## src/rtl/cordic_vec_core.sv

```systemverilog
// cordic_vec_core: iterative vectoring-mode CORDIC that turns (x0, y0) into
// a phase angle and a magnitude. The angle encoding matches the rotation-mode
// sin/cos core: 65536 LSB = 2*pi, so -32768 stands for +/-pi.
//
// Optional feature macro: CORDIC_VEC_GAIN_COMP_EN
//   defined   -> mag = round(x * gain_k / 2^15), approximately |v|
//   undefined -> mag = raw x, approximately 1.64676 * |v|
//
// Ports:
//   i_clock   system clock, rising edge
//   i_reset   asynchronous active-low reset
//   i_start   request, sampled only in IDLE
//   i_x0      signed X (I) component, w bits
//   i_y0      signed Y (Q) component, w bits
//   o_angle   signed phase, w bits
//   o_mag     unsigned magnitude, w+1 bits
//   o_busy    high from accepted start until finish
//   o_finish  one-cycle pulse; angle/mag valid from this cycle on
//
// state  | meaning
// S_IDLE | waiting for i_start; outputs hold the last result
// S_ITER | one micro-rotation per clock, i = 0 .. w-2
// S_DONE | register angle/mag, pulse finish, return to idle
module cordic_vec_core #(
  parameter int w      = 16,
  parameter int st_w   = 4,
  parameter int gain_k = 19898
) (
  input  logic         i_clock,
  input  logic         i_reset,
  input  logic         i_start,
  input  logic [w-1:0] i_x0,
  input  logic [w-1:0] i_y0,
  output logic [w-1:0] o_angle,
  output logic [w:0]   o_mag,
  output logic         o_busy,
  output logic         o_finish
);

  localparam int DW = w + 2;
  localparam logic [st_w-1:0] LAST_I = st_w'(w - 2);

  typedef enum logic [1:0] {S_IDLE, S_ITER, S_DONE} state_t;

  state_t                r_state, w_next_state;
  logic signed [DW-1:0]  r_x, r_y;
  logic        [w-1:0]   r_z;
  logic        [st_w-1:0] r_i;
  logic                  r_zero;
  logic        [w-1:0]   r_angle;
  logic        [w:0]     r_mag;
  logic                  r_busy, r_finish;

  logic signed [DW-1:0]  w_x0e, w_y0e, w_xs, w_ys;
  logic        [w-1:0]   w_t;
  logic        [w:0]     w_mag_sat;

  function automatic logic [w-1:0] atan_lut(input logic [st_w-1:0] idx);
    logic [15:0] v;
    case (idx)
      4'd0:    v = 16'd8192;
      4'd1:    v = 16'd4836;
      4'd2:    v = 16'd2555;
      4'd3:    v = 16'd1297;
      4'd4:    v = 16'd651;
      4'd5:    v = 16'd326;
      4'd6:    v = 16'd163;
      4'd7:    v = 16'd81;
      4'd8:    v = 16'd41;
      4'd9:    v = 16'd20;
      4'd10:   v = 16'd10;
      4'd11:   v = 16'd5;
      4'd12:   v = 16'd3;
      4'd13:   v = 16'd1;
      4'd14:   v = 16'd1;
      default: v = 16'd0;
    endcase
    return w'(v);
  endfunction

  assign w_x0e = {{2{i_x0[w-1]}}, i_x0};
  assign w_y0e = {{2{i_y0[w-1]}}, i_y0};
  assign w_xs  = r_x >>> r_i;
  assign w_ys  = r_y >>> r_i;
  assign w_t   = atan_lut(r_i);

`ifdef CORDIC_VEC_GAIN_COMP_EN
  localparam int PW = DW + 17;
  localparam logic signed [16:0] K = 17'(gain_k);
  logic signed [PW-1:0] w_prod, w_mag_src;
  // Round to nearest by adding half an LSB of the Q15 result before shifting.
  assign w_prod    = PW'(r_x) * PW'(K);
  assign w_mag_src = (w_prod + PW'(1 << 14)) >>> 15;
`else
  localparam int PW = DW;
  logic signed [PW-1:0] w_mag_src;
  assign w_mag_src = r_x;
`endif

  assign w_mag_sat = (|w_mag_src[PW-1:w+1]) ? '1 : w_mag_src[w:0];

  always_ff @(posedge i_clock or negedge i_reset) begin
    if (!i_reset) r_state <= S_IDLE;
    else          r_state <= w_next_state;
  end

  always_comb begin
    w_next_state = r_state;
    case (r_state)
      S_IDLE:  if (i_start) w_next_state = S_ITER;
      S_ITER:  if (r_i == LAST_I) w_next_state = S_DONE;
      S_DONE:  w_next_state = S_IDLE;
      default: w_next_state = S_IDLE;
    endcase
  end

  always_ff @(posedge i_clock or negedge i_reset) begin
    if (!i_reset) begin
      r_x      <= '0;
      r_y      <= '0;
      r_z      <= '0;
      r_i      <= '0;
      r_zero   <= 1'b0;
      r_angle  <= '0;
      r_mag    <= '0;
      r_busy   <= 1'b0;
      r_finish <= 1'b0;
    end else begin
      r_finish <= 1'b0;
      case (r_state)
        S_IDLE: begin
          if (i_start) begin
            r_busy <= 1'b1;
            r_i    <= '0;
            r_zero <= (i_x0 == '0) && (i_y0 == '0);
            // Pre-rotate left-half-plane inputs by -/+pi/2 so the
            // micro-rotations only ever need to cover +/-pi/2.
            if (!i_x0[w-1]) begin
              r_x <= w_x0e;
              r_y <= w_y0e;
              r_z <= '0;
            end else if (!i_y0[w-1]) begin
              r_x <= w_y0e;
              r_y <= -w_x0e;
              r_z <= w'(16384);
            end else begin
              r_x <= -w_y0e;
              r_y <= w_x0e;
              r_z <= w'(-16384);
            end
          end
        end
        S_ITER: begin
          if (!r_y[DW-1]) begin
            r_x <= r_x + w_ys;
            r_y <= r_y - w_xs;
            r_z <= r_z + w_t;
          end else begin
            r_x <= r_x - w_ys;
            r_y <= r_y + w_xs;
            r_z <= r_z - w_t;
          end
          if (r_i != LAST_I) r_i <= r_i + 1'b1;
        end
        S_DONE: begin
          r_angle  <= r_zero ? '0 : r_z;
          r_mag    <= r_zero ? '0 : w_mag_sat;
          r_finish <= 1'b1;
          r_busy   <= 1'b0;
        end
        default: ;
      endcase
    end
  end

  assign o_angle  = r_angle;
  assign o_mag    = r_mag;
  assign o_busy   = r_busy;
  assign o_finish = r_finish;

endmodule

```

## config.mk

```make
export PLATFORM = sky130hd
export DESIGN_NAME = cordic_vec_core
export DESIGN_NICKNAME = d
export VERILOG_FILES = /design/src/rtl/cordic_vec_core.sv
export SDC_FILE = /design/constraint.sdc
export NUM_CORES = 1
export LEC_CHECK = 0
export ABC_AREA = 0
export CAP_MARGIN = 20
export CORE_MARGIN = 3
export CORE_UTILIZATION = 41
export DETAILED_ROUTE_END_ITERATION = 8
export GPL_ROUTABILITY_DRIVEN = 1
export SLEW_MARGIN = 25
export SYNTH_ARGS = -nofsm -noshare
export SYNTH_HDL_FRONTEND = slang
export SYNTH_SLANG_ARGS = --single-unit
```

## constraint.sdc

```tcl
create_clock -name i_clock -period 9.79 [get_ports i_clock]
set_input_delay 1.4685 -clock i_clock [delete_from_list [all_inputs] [get_ports i_clock]]
set_output_delay 1.4685 -clock i_clock [all_outputs]
set_load 0.05 [all_outputs]
```

==> summary.txt, run 1 <==
Outcome
  – Run status: complete, no violations

Timing
  – Setup TNS: 0 ns
  – Minimum clock period: about 5.4 ns
  – Worst-Margin Slew: roughly 0.97 ns
  – Final Cycle Share: 0.552
  – Layout Skew: 0.0144 ns
  – RSZ-0062 raised after global routing: no
  – Count of final hold-check violations: 0
  – Max Fclk: between 150 and 200 MHz
  – Slew Viols, Final: 0
  – Max-slew headroom: 0.352
  – Endpoints failing setup: 0

Global routing
  – First-pass GRT wire length: between 40 and 50 mm
  – Largest net degree at the start of global routing: 70
  – GRT Util Overall: 0.232
  – Antenna violations before repair: 1
  – Vias in the first global route: between 8000 and 9000
  – Global route overflow: 0

Route
  – Vias per inst: approximately 6
  – Iter 0 DRT Violations: between 600 and 700
  – Wire per inst: 19.6 um
  – Top layer in use: met5
  – ANT nets after route: 0
  – Routed wire length: around 31 mm
  – DR pass1 iterations: 5
  – # DRC: 0
  – Met3 wire len: 1.64 mm
  – Met1 WL: between 10 and 15 mm
  – Vias: about 9500
  – Met2 routed WL: between 10 and 15 mm

Floorplanning
  – Die Y: approximately 160 um
  – # IOs: 70
  – Core area: 0.0244 mm^2
  – Std cell rows: 57
  – Die Area: around 0.027 mm^2
  – Horiz. Die Dim: 164 um
  – Initial core utilization: 0.419

Logic synthesis
  – Ys Warns: 0
  – Post-synth EDFFs: 0
  – Ys async rst share: 1.00
  – Cells after synthesis: 1253
  – Syn Nets: approximately 1400
  – Ys flop type: dfrtp_1
  – Mapped Area: approximately 0.01 mm^2
  – Average cell area after synthesis: about 8.1 um^2
  – Synthesized flop and latch total: 94
  – Post-synthesis sequential area ratio: 0.230
  – Unique masters post-synth: 82

Placed design
  – Placer Congestion: roughly 0.9
  – Port Buffers: between 60 and 70
  – DPL Wire Length: about 23 mm

Worst setup path
  – Worst Path Buf+Inv: 2
  – CP max stage delay: around 0.7 ns
  – Crit. End Element: register
  – Delay-heaviest family, CP: compound AO/OA/AOI/OAI gates
  – Data arrival, critical path: between 5 and 6 ns
  – WS Path Type: reg2reg
  – Slowest CP cell: o41ai_1
  – Worst EP required: around 10 ns
  – Crit-path cells: buf_4 -> clkinv_1 -> mux4_2 -> nand2_1 -> o21ai_0 -> ha_1 -> nand2_1 -> o21ai_0 -> fa_1 -> a21o_1 -> a21oi_1 -> nor2b_1 -> o21a_1 -> o41ai_1 -> o21ai_0 -> a21oi_1 -> mux2i_1 -> nand2_1
  – CP Launch Type: register
  – Crit-path max FO: between 50 and 60

Clock tree
  – Number of buffers created by CTS: 9
  – Hold Buf Count CTS: 0
  – Clk buf depth: 2
  – CTS tree: built
  – Post-CTS sizing: 0
  – Postcts setup bufs: 0
  – Worst-path clk slew: ~0.09 ns
  – CTS H-Tree Depth: 3
  – Root buf cell: clkbuf_16
  – Worst-Skew Late Latency: about 0.37 ns
  – Clk sink count: 94

Finish
  – FF/Latch Area: between 0.002 and 0.0025 mm^2
  – Layout cells sized above 1: 0.0748
  – # fillers: between 2000 and 2500
  – Area occupied by multi-input gates: 0.00734 mm^2
  – Nets: between 1000 and 1500
  – Synthesis-to-layout area growth: 11.2%
  – Diode count: 0

Run
  – Max cap viols: 0

Worst hold path
  – Hold WC Path Type: reg2reg
==> final cells by class <==
type,count,share of cell area
Clock buffer,9,0.0198
Clock inverter,7,0.00706
Inverter,36,0.0119
Multi-Input combinational cell,1040,0.647
Sequential cell,94,0.207
Tap cell,324,0.0357
Timing Repair Buffer,84,0.0710
==> registers in the layout (all words and copies together), names as in the netlist <==
name,flops
r_x,18
r_y,18
o_mag,17
o_angle,16
r_z,16
r_i,4
r_state,2
o_busy,1
o_finish,1
r_zero,1
==> stage by stage <==
step	area, um^2	setup WS (ns)	std cells	util	hold slack, ns
after floorplan	10200	5.41	1253	-	0.469
after global placement	11000	4.53	1577	0.452	0.461
after detailed placement	11000	4.45	1578	0.453	0.467
after CTS	11300	4.39	1594	0.465	0.484
after global routing	11300	3.89	1594	0.465	0.507
final	11300	4.38	1594	0.465	0.477
==> worst reg2reg max path: stages (launching register included) <==
cell and delay, ns:
dfrtp_2 0.35, buf_4 0.61, clkinv_1 0.48, mux4_2 0.59
nand2_1 0.08, o21ai_0 0.12, ha_1 0.31, nand2_1 0.06
o21ai_0 0.17, fa_1 0.49, a21o_1 0.17, a21oi_1 0.22
nor2b_1 0.08, o21a_1 0.19, o41ai_1 0.70, o21ai_0 0.18
a21oi_1 0.22, mux2i_1 0.20, nand2_1 0.07
==> synthesized netlist by cell type, drive strengths merged, types with 4 or more instances <==
master   instances  share of area
o22ai           11         0.0074
or3              8         0.0049
nor3            24          0.012
nand2          114          0.042
o41ai            7         0.0060
xnor2           47          0.040
mux2i           42          0.042
and4             5         0.0043
a21boi           5         0.0037
a22oi            7         0.0051
a211oi          51          0.038
a221oi           5         0.0049
a31oi           19          0.012
dfrtp           94           0.23
o2bb2ai          4         0.0034
nor2           121          0.045
nand3           31          0.015
and3             4         0.0025
o21ai           92          0.045
o32ai            4         0.0060
clkbuf          52          0.019
a21oi           92          0.045
a311oi           4         0.0034
nor2b           15         0.0092
o31ai           31          0.023
nand2b          27          0.017
o21a             9         0.0066
nor4             6         0.0037
xor2            47          0.040
buf             31          0.020
mux4            21          0.047
mux2            23          0.027
nand4            6         0.0043
a21o            22          0.016
or2              6         0.0037
ha              60          0.074
o211ai           9         0.0066
o21bai           6         0.0044
inv             34          0.012
and2            12         0.0074
==> path summary, 6_finish.rpt <==
kind,depth (start not counted),endpoint,slack (ns),startpoint
worst min-delay path,2,o_mag[8],0.48,o_mag[8]
max in group asynchronous,2,r_i[3],7.56,i_reset
worst max register to register,18,r_y[16],4.38,r_i[0]
worst min register to register,2,o_mag[8],0.48,o_mag[8]
worst max-delay path,18,r_y[16],4.38,r_i[0]
min in group asynchronous,1,o_mag[11],1.12,i_reset
==> cells in the final DEF, fill, tap and decap left out, types with 10 or more instances in the layout <==
| cell type | n |
|---|---|
| and2_1 | 12 |
| xor2_1 | 47 |
| o21ai_0 | 83 |
| o31ai_1 | 31 |
| a211oi_1 | 51 |
| buf_4 | 16 |
| a21oi_1 | 92 |
| inv_1 | 34 |
| xnor2_1 | 47 |
| ha_1 | 60 |
| mux4_2 | 20 |
| o22ai_1 | 10 |
| clkdlybuf4s50_1 | 67 |
| nor2b_1 | 15 |
| a21o_1 | 22 |
| nor2_1 | 119 |
| mux2i_1 | 41 |
| a31oi_1 | 19 |
| nand2_1 | 111 |
| nand2b_1 | 27 |
| dfrtp_1 | 92 |
| mux2_2 | 15 |
| nor3_1 | 24 |
| nand3_1 | 31 |
==> cells by family (layout without fill, tap and decap cells) <==
family	Yosys count	in the layout	share of synthesized area
XOR/XNOR	94	94	0.0806
buffers and inverters	119	136	0.0523
multiplexers	86	86	0.116
adder cells (fa/ha/maj)	63	63	0.0794
AO/OA/AOI/OAI	406	406	0.262
AND/OR/NAND/NOR	391	391	0.180
flip-flops	94	94	0.230
==> routing by layer <==
layer | up-vias | track usage
li1 | 4644 | -
met1 | 4568 | 0.318
met2 | 287 | 0.375
met3 | 43 | 0.0393
met4 | 2 | 0.0692
met5 | - | 0
Power of run 1 is left out: the tool's default activity adds up to more than one toggle a clock period on the data nets, which glitch-free logic cannot reach.
==> run 2, diff against run 1 <==
==> constraint.sdc (replaced) <==
create_clock -name i_clock -period 5.5 [get_ports i_clock]
set_input_delay 0.825 -clock i_clock [delete_from_list [all_inputs] [get_ports i_clock]]
set_output_delay 0.825 -clock i_clock [all_outputs]
set_load 0.05 [all_outputs]
==> run 2 against run 1 <==
  * Routed wire length rose by 0.98%
  * Cell count rose by 0.75%
  * Critical path depth rose by 1
  * Maximum frequency rose by 8.8%
  * First-iteration DRC count rose by 41%
  * Critical path type unchanged
==> summary.txt, run 2 (synthesized netlist as in run 1, its figures left out) <==
Timing
  – Setup TNS: 0 ns (unchanged)
  – Count of final hold-check violations: 0 (unchanged)
  – Endpoints failing setup: 0 (unchanged)
  – RSZ-0062 raised after global routing: no (unchanged)
  – Worst-Margin Slew: 0.865 ns (was 0.967 ns)
  – Final Cycle Share: 0.903 (was 0.552)
  – Max Fclk: 201 MHz (was 185 MHz)
  – Layout Skew: 0.0131 ns (was 0.0144 ns)
  – Max-slew headroom: 0.421 (was 0.352)
  – Slew Viols, Final: 0 (unchanged)
  – Final worst slack: 0.531 ns (was 4.38 ns)
  – Minimum clock period: 4.97 ns (was 5.41 ns)

Worst setup path
  – Crit-path cells: buf_4 -> mux2i_1 -> o22ai_1 -> nor3_1 -> nor2_1 -> inv_1 -> ha_1 -> nor2_1 -> xor2_1 -> ha_1 -> a21o_1 -> a21o_1 -> a2111oi_0 -> o41ai_1 -> a41oi_1 -> a21oi_1 -> a21oi_1 -> xor2_1 -> o21ai_0 (was buf_4 -> clkinv_1 -> mux4_2 -> nand2_1 -> o21ai_0 -> ha_1 -> nand2_1 -> o21ai_0 -> fa_1 -> a21o_1 -> a21oi_1 -> nor2b_1 -> o21a_1 -> o41ai_1 -> o21ai_0 -> a21oi_1 -> mux2i_1 -> nand2_1)
  – Crit. Startpoint: r_i[0] (unchanged)
  – CP Launch Type: register (unchanged)
  – WS Path Type: reg2reg (unchanged)
  – Crit. End Element: register (unchanged)
  – Worst Setup EP: r_x[16] (was r_y[16])
  – Crit-path max FO: 37 (was 57)
  – CP max stage delay: 0.62 ns (was 0.70 ns)
  – Slowest CP cell: a2111oi_0 (was o41ai_1)
  – Worst EP required: 5.71 ns (was 10.05 ns)
  – FF-to-FF Start: r_i[0] (unchanged)
  – Register-to-register setup slack: 0.53 ns (was 4.38 ns)
  – Data arrival, critical path: 5.18 ns (was 5.66 ns)
  – Worst r2r path cells: 19 (was 18)
  – Worst R2R End: r_x[16] (was r_y[16])

Floorplanning
  – Die Y: 164 um (unchanged)
  – Horiz. Die Dim: 164 um (unchanged)
  – Std cell rows: 57 (unchanged)
  – Initial core utilization: 0.419 (unchanged)
  – # IOs: 70 (unchanged)
  – Die Area: 0.0268 mm^2 (unchanged)
  – Core area: 0.0244 mm^2 (unchanged)

Clock tree
  – Root buf cell: clkbuf_16 (unchanged)
  – Clk buf depth: 2 (unchanged)
  – CTS tree: built (unchanged)
  – Post-CTS sizing: 0 (unchanged)
  – CTS H-Tree Depth: 3 (unchanged)
  – Postcts setup bufs: 0 (unchanged)
  – Clk sink count: 94 (unchanged)
  – Number of buffers created by CTS: 9 (unchanged)
  – Worst-path clk slew: 0.08 ns (was 0.09 ns)
  – Hold Buf Count CTS: 0 (unchanged)
  – Worst-Skew Late Latency: 0.37 ns (about the same)

Global routing
  – Antenna violations before repair: 1 (unchanged)
  – Largest net degree at the start of global routing: 68 (was 70)
  – Vias in the first global route: 8954 (was 8814)
  – GRT Util Overall: 0.236 (was 0.232)
  – Global route overflow: 0 (unchanged)
  – First-pass GRT wire length: 50.3 mm (was 49.4 mm)

Route
  – Vias: 9635 (was 9544)
  – Vias per inst: 6.00 (was 5.99)
  – ANT nets after route: 0 (unchanged)
  – Wire per inst: 19.6 um (about the same)
  – Routed wire length: 31.5 mm (was 31.2 mm)
  – Iter 0 DRT Violations: 927 (was 658)
  – DR pass1 iterations: 8 (was 5)
  – # DRC: 0 (unchanged)

Outcome
  – Run status: complete, no violations (unchanged)

Placed design
  – Port Buffers: 69 (unchanged)
  – Setup slack at placement: 0.597 ns (was 4.45 ns)
  – DPL Wire Length: 23.6 mm (was 22.8 mm)
  – Placer Congestion: 0.955 (was 0.927)

Finish
  – Diode count: 0 (unchanged)
  – Most common cell after layout, fill and taps aside: nor2_1 (unchanged)
  – Layout cells sized above 1: 0.0842 (was 0.0748)
  – Synthesis-to-layout area growth: 12.2% (was 11.2%)
  – Commonest non-fill, non-tap cells in the layout: nor2_1 (119), nand2_1 (111), a21oi_1 (92), dfrtp_1 (91), o21ai_0 (83) (was nor2_1 (119), nand2_1 (111), a21oi_1 (92), dfrtp_1 (92), o21ai_0 (83))
  – Nets: 1375 (was 1363)

Run
  – Max cap viols: 0 (unchanged)

Worst hold path
  – Hold WC Path Type: in2async (was reg2reg)
[run 2: through the flow]
stage          cells  cell area [um^2]  hold slack, ns   util
2_1_floorplan   1253             10200           0.469      -
3_3_place_gp    1590             11100           0.462  0.457
3_5_place_dp    1590             11100           0.469  0.457
4_1_cts         1606             11500           0.477  0.470
5_1_grt         1606             11500           0.502  0.470
6_report        1606             11500           0.454  0.470
[run 2: critical path: cells and delay by family (launching register included)]
family	cells	cell delay [ns]
compound gates	9	2.18
simple gates	3	0.44
xor+xnor	2	0.32
mux	1	0.45
flops	1	0.36
buf+inv	2	0.51
fa+ha+maj	2	0.56
[run 2: worst min path at each step]
stage | end | slack [ns] | depth (start not counted)
final | o_mag[9] | 0.45 | 1
after global routing | o_mag[9] | 0.50 | 1
after CTS | o_mag[8] | 0.48 | 1
after detailed placement | o_angle[8] | 0.47 | 2
after global placement | o_mag[8] | 0.46 | 2
after floorplan | r_z[0] | 0.47 | 2
[run 2: cell type report]
class,instances,area (um^2)
Clock buffer,9,225
Clock inverter,7,80.1
Fill cell,2385,12900
Inverter,36,135
Multi-Input combinational cell,1040,7340
Sequential cell,94,2360
Tap cell,324,405
Timing Repair Buffer,96,911
[run 2: per-layer routing]
| layer | wire, um | share of wire | GRT usage | up-vias |
|---|---|---|---|---|
| li1 | - | - | - | 4666 |
| met1 | 14300 | 0.45 | 0.331 | 4588 |
| met2 | 14600 | 0.46 | 0.382 | 332 |
| met3 | 1780 | 0.056 | 0.0323 | 49 |
| met4 | 806 | 0.026 | 0.0669 | 0 |
| met5 | 0 | 0 | 0 | - |
Power of run 2 is left out for the same reason.
==> run 3, diff against run 2 <==
==> constraint.sdc (replaced) <==
create_clock -name i_clock -period 4.75 [get_ports i_clock]
set_input_delay 0.7125 -clock i_clock [delete_from_list [all_inputs] [get_ports i_clock]]
set_output_delay 0.7125 -clock i_clock [all_outputs]
set_load 0.05 [all_outputs]
==> run 3 against run 2 <==
  * Critical endpoint is now r_x[17]
  * Register-to-register slack worse by 0.29 ns
  * Count of clock-buffer cells in the layout is the same
  * Core utilization increased by 2.0 points
  * Sequential share of layout area decreased by 0.83 points
  * Via count up 2.3%
  * Design area grew 4.2%
  * First-iteration DRC count is 15% lower
  * Flip-flop and latch count is the same
  * Global-route usage rose by 0.64 points
  * Critical path type unchanged
  * Clock skew shrank 0.0012 ns
  * Cell count rose by 2.3%
==> summary.txt, run 3 (synthesized netlist as in run 1, its figures left out) <==
Route
  – ANT nets after route: 0 (unchanged)
  – Iter 0 DRT Violations: 791 (was 927)
  – Wire per inst: 20.1 um (was 19.6 um)
  – Routed wire length: 32.9 mm (was 31.5 mm)
  – Vias: 9857 (was 9635)
  – DR pass1 iterations: 8 (unchanged)
  – Vias per inst: 6.00 (about the same)
  – # DRC: 0 (unchanged)

Floorplanning
  – Die Y: 164 um (unchanged)
  – Horiz. Die Dim: 164 um (unchanged)
  – Die Area: 0.0268 mm^2 (unchanged)
  – # IOs: 70 (unchanged)
  – Std cell rows: 57 (unchanged)
  – Initial core utilization: 0.419 (unchanged)
  – Core area: 0.0244 mm^2 (unchanged)

Finish
  – Synthesis-to-layout area growth: 16.9% (was 12.2%)
  – Nets: 1412 (was 1375)
  – Layout cells sized above 1: 0.128 (was 0.0842)
  – Most common cell after layout, fill and taps aside: nor2_1 (unchanged)
  – Commonest non-fill, non-tap cells in the layout: nor2_1 (118), nand2_1 (111), dfrtp_1 (91), a21oi_1 (89), o21ai_0 (80) (was nor2_1 (119), nand2_1 (111), a21oi_1 (92), dfrtp_1 (91), o21ai_0 (83))
  – Diode count: 0 (unchanged)
  – Final non-filler cell total: 1643 (was 1606)

Clock tree
  – Clk sink count: 94 (unchanged)
  – Worst-path clk slew: 0.08 ns (about the same)
  – Root buf cell: clkbuf_16 (unchanged)
  – CTS H-Tree Depth: 3 (unchanged)
  – Number of buffers created by CTS: 9 (unchanged)
  – Clk buf depth: 2 (unchanged)
  – Hold Buf Count CTS: 0 (unchanged)
  – CTS tree: built (unchanged)
  – Worst-Skew Late Latency: 0.37 ns (about the same)

Worst setup path
  – CP Launch Type: register (unchanged)
  – Data arrival, critical path: 4.81 ns (was 5.18 ns)
  – WS Path Type: reg2reg (unchanged)
  – Worst R2R End: r_x[17] (was r_x[16])
  – Crit. Startpoint: r_i[0] (unchanged)
  – Slowest CP cell: mux4_2 (was a2111oi_0)
  – Worst EP required: 5.05 ns (was 5.71 ns)
  – Delay-heaviest family, CP: compound AO/OA/AOI/OAI gates (unchanged)
  – Crit-path max FO: 8 (was 37)
  – Worst Path Buf+Inv: 1 (was 2)
  – CP max stage delay: 0.53 ns (was 0.62 ns)
  – Worst r2r path cells: 18 (was 19)
  – Crit. End Element: register (unchanged)
  – Crit-path most repeated cell: a21o_1
  – Crit-path cells: buf_12 -> mux4_2 -> mux2_2 -> o22ai_2 -> and2b_1 -> nand4_2 -> o21a_1 -> o21ai_0 -> o31ai_1 -> ha_1 -> a21o_1 -> a21o_1 -> a22oi_2 -> a31oi_2 -> a31oi_1 -> xnor2_1 -> or3_1 -> o21ai_1 (was buf_4 -> mux2i_1 -> o22ai_1 -> nor3_1 -> nor2_1 -> inv_1 -> ha_1 -> nor2_1 -> xor2_1 -> ha_1 -> a21o_1 -> a21o_1 -> a2111oi_0 -> o41ai_1 -> a41oi_1 -> a21oi_1 -> a21oi_1 -> xor2_1 -> o21ai_0)
  – FF-to-FF Start: r_i[0] (unchanged)
  – Register-to-register setup slack: 0.24 ns (was 0.53 ns)

Timing
  – Max-slew headroom: 0.426 (was 0.421)
  – Slew Viols, Final: 0 (unchanged)
  – Worst-Margin Slew: 0.862 ns (was 0.865 ns)
  – Layout Skew: 0.0119 ns (was 0.0131 ns)
  – Max Fclk: 222 MHz (was 201 MHz)
  – Count of final hold-check violations: 0 (unchanged)
  – Minimum clock period: 4.51 ns (was 4.97 ns)
  – Endpoints failing setup: 0 (unchanged)
  – Worst hold slack: 0.431 ns (was 0.454 ns)
  – Final Cycle Share: 0.950 (was 0.903)

Global routing
  – Vias in the first global route: 9379 (was 8954)
  – Largest net degree at the start of global routing: 68 (unchanged)
  – Antenna violations before repair: 0 (was 1)
  – GRT Util Overall: 0.243 (was 0.236)
  – First-pass GRT wire length: 51.6 mm (was 50.3 mm)
  – Global route overflow: 0 (unchanged)

Placed design
  – Dpl cells: 1616 (was 1590)
  – DPL Wire Length: 24.5 mm (was 23.6 mm)
  – Port Buffers: 69 (unchanged)
  – Placer Congestion: 0.948 (was 0.955)

Run
  – Max cap viols: 0 (unchanged)

Worst hold path
  – Hold WC Path Type: in2async (unchanged)

Outcome
  – Run status: complete, no violations (unchanged)
run 3: changes by cell type in the layout (fill, tap and decap cells not counted), moves of 2 or more:
| cell | previous run | this run |
|---|---|---|
| a21oi_1 | 92 | 89 |
| a21oi_2 | 0 | 3 |
| a221oi_1 | 4 | 2 |
| a221oi_2 | 1 | 3 |
| buf_12 | 2 | 6 |
| buf_4 | 26 | 56 |
| clkbuf_16 | 9 | 11 |
| mux2i_1 | 41 | 36 |
| mux2i_2 | 0 | 5 |
| o21ai_0 | 83 | 80 |
| o21ai_2 | 0 | 2 |
| o41ai_1 | 7 | 5 |
| o41ai_2 | 0 | 2 |
run 3: worst max-delay path by stage:
stage / to / slack [ns] / depth (start not counted)
3_5_place_dp: r_x[16] / 0.08 / 17
5_1_grt: r_x[17] / -0.003 / 17
2_1_floorplan: r_y[16] / 0.37 / 20
4_1_cts: r_x[16] / 0.02 / 17
3_3_place_gp: r_x[16] / 0.15 / 19
6_report: r_x[17] / 0.24 / 18
run 3: through the flow:
| stage | utilization | instance area [um^2] | TNS, ns | setup slack (ns) |
|---|---|---|---|---|
| floorplan | - | 10200 | 0 | 0.370 |
| global placement | 0.466 | 11400 | 0 | 0.145 |
| detailed placement | 0.467 | 11400 | 0 | 0.0822 |
| CTS | 0.479 | 11700 | 0 | 0.0164 |
| global route | 0.490 | 11900 | -0.00392 | -0.00318 |
| finish | 0.490 | 11900 | 0 | 0.240 |
run 3: timing repair:
item                       CTS  global route
setup endpoints to repair    0            10
gates resized for setup      0            29
setup buffers                0             9
run 3: routing by layer:
layer  share of wire  GRT usage  up-vias
met4           0.040     0.0957        0
li1                -          -     4761
met5               0          0        -
met3           0.055     0.0378       68
met2            0.46      0.390      323
met1            0.44      0.328     4705
run 3: final cells by class:
cell class / instances / area [um^2]
inverter: 36 / 139
fill: 2399 / 12500
clock buffer: 9 / 225
clock inverter: 7 / 80.1
sequential: 94 / 2360
timing repair buffer: 133 / 1270
multi-input combinational: 1040 / 7470
tap: 324 / 405
Power of run 3 is left out for the same reason.
